===== config.mk =====
export PLATFORM = sky130hd
export DESIGN_NAME = match_ctrl
export DESIGN_NICKNAME = d
export VERILOG_FILES = /design/src/rtl/match_ctrl.sv
export SDC_FILE = /design/constraint.sdc
export NUM_CORES = 1
export LEC_CHECK = 0
export ABC_AREA = 1
export BUFFER_PORTS_ARGS = -buffer_cell sky130_fd_sc_hd__buf_2
export CORE_MARGIN = 2
export CORE_UTILIZATION = 60
export CTS_BUF_LIST = sky130_fd_sc_hd__clkbuf_4 sky130_fd_sc_hd__clkbuf_8
export CTS_CLUSTER_DIAMETER = 50
export DETAILED_ROUTE_END_ITERATION = 8
export PLACE_DENSITY = 0.83
export SLEW_MARGIN = 10
export SYNTH_ARGS = -nofsm -noshare
export SYNTH_HDL_FRONTEND = slang
export SYNTH_SLANG_ARGS = --single-unit

===== constraint.sdc =====
create_clock -name clk -period 4.3 [get_ports clk]
set_input_delay 0.86 -clock clk [delete_from_list [all_inputs] [get_ports clk]]
set_output_delay 0.86 -clock clk [all_outputs]
set_load 0.1 [all_outputs]

===== src/rtl/match_ctrl.sv =====
// match_ctrl: match sequencer for the Pong core.
// Owns both scores, the serve delay, pause and win detection. All outputs
// are registered. The current FSM state is exported on 'state' for debug.
//
// Pulse semantics: start, pause and game_tick are one-cycle pulses sampled
// at each rising clk edge. point_p1/point_p2 are levels, and only their
// rising edges count. round_rst is a one-cycle output pulse. There is no
// valid/ready back-pressure: every input pulse is either acted on in the
// cycle it is seen or dropped.
module match_ctrl #(
  parameter int SCORE_W     = 4,
  parameter int WIN_SCORE   = 9,
  parameter int SERVE_TICKS = 120,
  parameter int CNT_W       = 8
) (
  input  logic               clk,
  input  logic               rst_b,
  input  logic               game_tick,
  input  logic               start,
  input  logic               pause,
  input  logic               point_p1,
  input  logic               point_p2,
  output logic               round_rst,
  output logic               ball_en,
  output logic [SCORE_W-1:0] score_1,
  output logic [SCORE_W-1:0] score_2,
  output logic [1:0]         winner,
  output logic [2:0]         state
);

  localparam logic [2:0] S_IDLE   = 3'b000;
  localparam logic [2:0] S_SERVE  = 3'b001;
  localparam logic [2:0] S_PLAY   = 3'b010;
  localparam logic [2:0] S_PAUSED = 3'b011;
  localparam logic [2:0] S_OVER   = 3'b100;

  localparam logic [SCORE_W-1:0] WIN_VAL  = SCORE_W'(WIN_SCORE);
  localparam logic [CNT_W-1:0]   SERVE_LD = CNT_W'(SERVE_TICKS);

  logic [CNT_W-1:0]   cnt, cnt_n;
  logic               p1_q, p2_q;
  logic               edge_p1, edge_p2;
  logic [2:0]         state_n;
  logic [SCORE_W-1:0] score_1_n, score_2_n;
  logic [SCORE_W-1:0] inc_1, inc_2;
  logic [1:0]         winner_n;
  logic               round_rst_n;

  // Rising edges of the point levels; the registers track in every state.
  assign edge_p1 = point_p1 & ~p1_q;
  assign edge_p2 = point_p2 & ~p2_q;
  assign inc_1   = score_1 + SCORE_W'(1);
  assign inc_2   = score_2 + SCORE_W'(1);

  // Next-state, score, winner, counter and round-reset decision.
  always_comb begin
    state_n     = state;
    cnt_n       = cnt;
    score_1_n   = score_1;
    score_2_n   = score_2;
    winner_n    = winner;
    round_rst_n = 1'b0;
    case (state)
      S_IDLE, S_OVER: begin
        // A new match starts from cleared scores with a fresh serve.
        if (start) begin
          score_1_n   = '0;
          score_2_n   = '0;
          winner_n    = 2'b00;
          round_rst_n = 1'b1;
          cnt_n       = SERVE_LD;
          state_n     = S_SERVE;
        end
      end
      S_SERVE: begin
        // Only game ticks advance the serve delay.
        if (game_tick) begin
          cnt_n = cnt - CNT_W'(1);
          if (cnt == CNT_W'(1)) begin
            state_n = S_PLAY;
          end
        end
      end
      S_PLAY: begin
        if (edge_p1 && edge_p2) begin
          // Simultaneous points: replay the round without scoring.
          round_rst_n = 1'b1;
          cnt_n       = SERVE_LD;
          state_n     = S_SERVE;
        end else if (edge_p1) begin
          score_1_n = inc_1;
          if (inc_1 == WIN_VAL) begin
            winner_n = 2'b01;
            state_n  = S_OVER;
          end else begin
            round_rst_n = 1'b1;
            cnt_n       = SERVE_LD;
            state_n     = S_SERVE;
          end
        end else if (edge_p2) begin
          score_2_n = inc_2;
          if (inc_2 == WIN_VAL) begin
            winner_n = 2'b10;
            state_n  = S_OVER;
          end else begin
            round_rst_n = 1'b1;
            cnt_n       = SERVE_LD;
            state_n     = S_SERVE;
          end
        end else if (pause) begin
          // A point in the same cycle wins over pause (handled above).
          state_n = S_PAUSED;
        end
      end
      S_PAUSED: begin
        if (pause) begin
          state_n = S_PLAY;
        end
      end
      default: begin
        state_n = S_IDLE;
      end
    endcase
  end

  // State and output registers; reset wins over every other input.
  always_ff @(posedge clk) begin
    if (!rst_b) begin
      state     <= S_IDLE;
      cnt       <= '0;
      score_1   <= '0;
      score_2   <= '0;
      winner    <= 2'b00;
      round_rst <= 1'b0;
      ball_en   <= 1'b0;
      // Preset high so a level held through reset never looks like an edge.
      p1_q      <= 1'b1;
      p2_q      <= 1'b1;
    end else begin
      state     <= state_n;
      cnt       <= cnt_n;
      score_1   <= score_1_n;
      score_2   <= score_2_n;
      winner    <= winner_n;
      round_rst <= round_rst_n;
      ball_en   <= (state_n == S_PLAY);
      p1_q      <= point_p1;
      p2_q      <= point_p2;
    end
  end

endmodule

* Word level (Yosys, flattened, before mapping)
Cells that the tools add are included.
Word-level totals: register bits after elaboration 25, input bits 7, output and inout bits 15
Operators by class: add/sub/neg operators 3, equal/unequal tests 20, mux-type cells 41, bitwise operators 4, reductions and logical operators 9
Operator list (count):
- $mux 8 | 7
- $mux 3 | 10
- $mux 4 | 6
- $pmux 8 s3 | 1
- $pmux 4 s2 | 2
- $mux 2 | 6
- $ne 2x2->1 const B | 6
- $ne 4x4->1 const B | 3
- $pmux 3 s4 | 1
- $reduce_and 6->1 | 2
- $eq 3x2->1 const B | 3
- $ne 3x3->1 const B | 3
- $add 4x1->4 const B | 2
- $eq 4x4->1 const B | 2
- $eq 8x1->1 const B | 1
- $sub 8x1->8 const B | 1
- $mux 1 | 6
- $reduce_and 5->1 | 1
- $pmux 2 s2 | 1
- $reduce_and 4->1 | 1
- $eq 3x1->1 const B | 1
- $eq 3x3->1 const B | 1
- $logic_not 3->1 | 1
- $reduce_bool 3->1 | 1
- 6 further kinds | 8

* Longest topological paths before layout
depth in word-level cells 8, depth in mapped cells 12, gate-level depth less buffers 12

* Least setup slack after synthesis
OpenSTA, ideal clock, no wires.
kind reg-to-reg, start point reg score_1[0], end point reg cnt[1], library setup time 0.111 ns, arrival 2.077 ns, data required time 4.189 ns, setup slack 2.112 ns, stages on the path, launching flop included 13, path buffers 0, clock period less this slack 2.188 ns, cell sequence dfxtp_1 > ha_1 > inv_1 > nand2_1 > nand2_1 > nor2_1 > nand2_1 > nor2_2 > nor2_4 > nand2_4 > nand2_1 > nand2_1 > nor2_1
Between the ends: longest elaborated chain between the ends 4
Ends and longest elaborated chain:
- start: declaration | line 25 | output logic [SCORE_W-1:0] score_1,
- start signal: assignment | line 142 | score_1 <= score_1_n;
- $add 4x1->4 | line 52 | assign inc_1 = score_1 + SCORE_W'(1);
- $eq 4x4->1 | line 92 | if (inc_1 == WIN_VAL) begin
- $ne 4x4->1 (no source line)
- $reduce_and 6->1 (no source line)
- end signal: assignment | line 141 | cnt <= cnt_n;
- end: declaration | line 40 | logic [CNT_W-1:0] cnt, cnt_n;
Every way passes these cells. A chain may end at the register's enable or synchronous reset.

* Worst setup path after layout
start point reg state[0], end point out state[0]
RTL lines:
- start: declaration | line 28 | output logic [2:0] state
- start signal: assignment | line 140 | state <= state_n;
No word-level cell between the ends.

==> qor.yml <==
status: "completed"
min_period_ps: 2127
synthCells: 236
synth_edf_count: 0
synth_area_sq_mm: 0.001514
gp_congestion: 0.8563
seqPwrFrac: 0.481
grt_pass1_vias: 1142
power.internal_mw: 0.3361
cap_violations: 0
max_stage_delay_ps: 470
wl_per_cell_um: 10.40
clock_path_buffers: 2
syn_nets: 249
final_cell_mix: "69 x nand2_1, 39 x inv_1, 25 x dfxtp_1"
crit_slowest_cell: "dfxtp_1"
ys_ff_latch: 25
final.setup.tns_ps: 0
clk_pin_slew_ps: 140
crit_type: "flop to primary output"
worstSkewPairLatency_ps: 320
row_count: 18
synth_area_per_cell_sq_um: 6.415
setup_viol: 0
layout_commonest_cell: "nand2_1"
hold_class: "flop to flop"
rr_worst_depth: 11
max_freq_ghz: 0.4702
powerDensity_mw_per_mm2: 321.8
hold_depth: 2
grt_use_total: 0.2328
yosysWarnings: 0
drv_slew: 0
first_pass_iters: 4
cts_htree_levels: 1
min_period_over_period: 0.4946
clock-sinks: 25
ant_nets: 0
seq_area_frac_synth: 0.3306
core_sq_mm: 0.002432
cts_buffers: 3
hpwl_mm: 2.310
ioPinCount: 22
area_growth_pct: 11.16
grt.overflow.total: 0
path_depth: 1
rsz0062_at_grt: "false"
cp_top_family: "flip-flops"
chipWidth_um: 54.23
power_switching_share: 0.3795
die_area_sq_mm: 0.002941
vias_per_cell: 4.990
cp_max_fo: 5
drive_gt1_frac: 0.1577
critPathLaunchType: "flop"
clock-root-buffer: "clkbuf_4"
ys.flop_type: "dfxtp_1"
pre_cts_ws_ps: 2240
ir_worst_vdd_mv: 0.2560
required_ps: 3440
setup_ws_ps: 2173
tritoncts: "built"
hold_buffers: 0
cts_resized: 0
critPathBufInv: 1
antenna_found_initial: 0
n_antenna_cell: 0
fin_skew_ps: 12.01
yosysUniqueCellTypes: 27
p_switching_mw: 0.2055
nets: 274
initial_core_util: 0.6224
drc: 0
drtIter0Drc: 54
comb_power_share: 0.311
final_core_util: 0.6919
p_leak_nw: 0.8660
die_y_um: 54.23
crit_arrival_ps: 1270
wirelength_mm: 3.015
worst_pin_slew_ps: 541.4
pwr-share-clk: 0.208
crit_chain: "buf_2"
numPortBuffers: 21
max-slew-margin-rel: 0.6387
cp-end-kind: "primary output"
finalHoldViolCount: 0
grt_pass1_wl_mm: 5.092
cts_setup_buffers: 0
grt_max_degree: 18
synth-async-reset-ratio: 0
route.vias.total: 1447
==> worst paths after layout <==
| check | startpoint | to | slack [ps] |
|---|---|---|---|
| worst max-delay path | state[0]$_SDFF_PN0_ | state[0] | 2170 |
| worst min-delay path | winner[1]$_SDFFE_PN0P_ | winner[1]$_SDFFE_PN0P_ | 480 |
| worst max register to register | score_2[0]$_SDFFE_PN0P_ | cnt[0]$_SDFFE_PN0P_ | 2650 |
| worst min register to register | winner[1]$_SDFFE_PN0P_ | winner[1]$_SDFFE_PN0P_ | 480 |
==> cell usage after synthesis, types with 2 or more instances <==
| library cell | count | share of area |
|---|---|---|
| ha_1 | 6 | 0.050 |
| nor3b_1 | 3 | 0.015 |
| or2_2 | 2 | 0.0083 |
| nand4_1 | 4 | 0.017 |
| o21ai_0 | 6 | 0.020 |
| nor3_1 | 2 | 0.0066 |
| nor2_1 | 24 | 0.060 |
| nor2_2 | 4 | 0.017 |
| a21oi_1 | 16 | 0.053 |
| inv_1 | 39 | 0.097 |
| nor2_4 | 2 | 0.015 |
| dfxtp_1 | 25 | 0.33 |
| nand2_4 | 2 | 0.015 |
| nand2_1 | 69 | 0.17 |
| nand3_1 | 20 | 0.066 |
==> per-layer routing <==
| metal | share of wire | track usage | vias to the layer above |
|---|---|---|---|
| met5 | 0 | 0 | - |
| met4 | 0.0070 | 0.03750 | 0 |
| met3 | 0.060 | 0.03279 | 2 |
| met2 | 0.43 | 0.3534 | 35 |
| met1 | 0.50 | 0.3537 | 621 |
| li1 | - | - | 789 |
==> flip-flops by register name, summed over array words and instances, names as in the netlist <==
signal and cells:
ball_en 1, state 3, score_2 4, p1_q 1
cnt 8, round_rst 1, p2_q 1, score_1 4
winner 2
==> final cells by class <==
class / instances / area, sq um
Sequential cell: 25 / 500.5
Timing Repair Buffer: 21 / 105.1
Tap cell: 30 / 37.54
Multi-Input combinational cell: 170 / 859.6
Fill cell: 238 / 749.5
Inverter: 40 / 150.1
Clock buffer: 4 / 30.03
==> worst reg2reg max path, cell delays in order, from the launching register on <==
cell and delay (ps):
dfxtp_1 440, ha_1 210, inv_1 50, nand2_1 50
nand2_1 70, nor2_1 80, nand2_1 80, nand2_1 150
nand2_4 130, nand2_4 150, nand2_1 70, a21oi_2 110
==> power by group through the flow <==
stage                     combinational [mW]  sequential [mW]  clock, mW
after detailed placement               0.168            0.266          0
after global routing                   0.190            0.263      0.124
after global placement                 0.166            0.266          0
after CTS                              0.168            0.261      0.115
final                                  0.168            0.261      0.112
after floorplan                       0.0905            0.313          0
==> cells by family (layout without fill, tap and decap cells) <==
group                    count (synthesis)  after routing  share of synthesized area
AO/OA/AOI/OAI                           26             26                    0.09257
XOR/XNOR                                 1              1                   0.005786
adder cells (fa/ha/maj)                  6              6                    0.04959
buffers and inverters                   41             65                     0.1016
flip-flops                              25             25                     0.3306
AND/OR/NAND/NOR                        137            137                     0.4198
==> metrics by stage <==
step                std cells  hold WS (ps)  cell area (sq um)  total power [mW]
finish                    290         478.1               1683            0.5416
CTS                       290         485.4               1683            0.5440
floorplan                 236         465.4               1514            0.4032
global route              290         514.4               1683            0.5767
global placement          286         448.2               1653            0.4315
detailed placement        286         452.9               1653            0.4331
No activity file was read; power rests on OpenSTA's default activity.
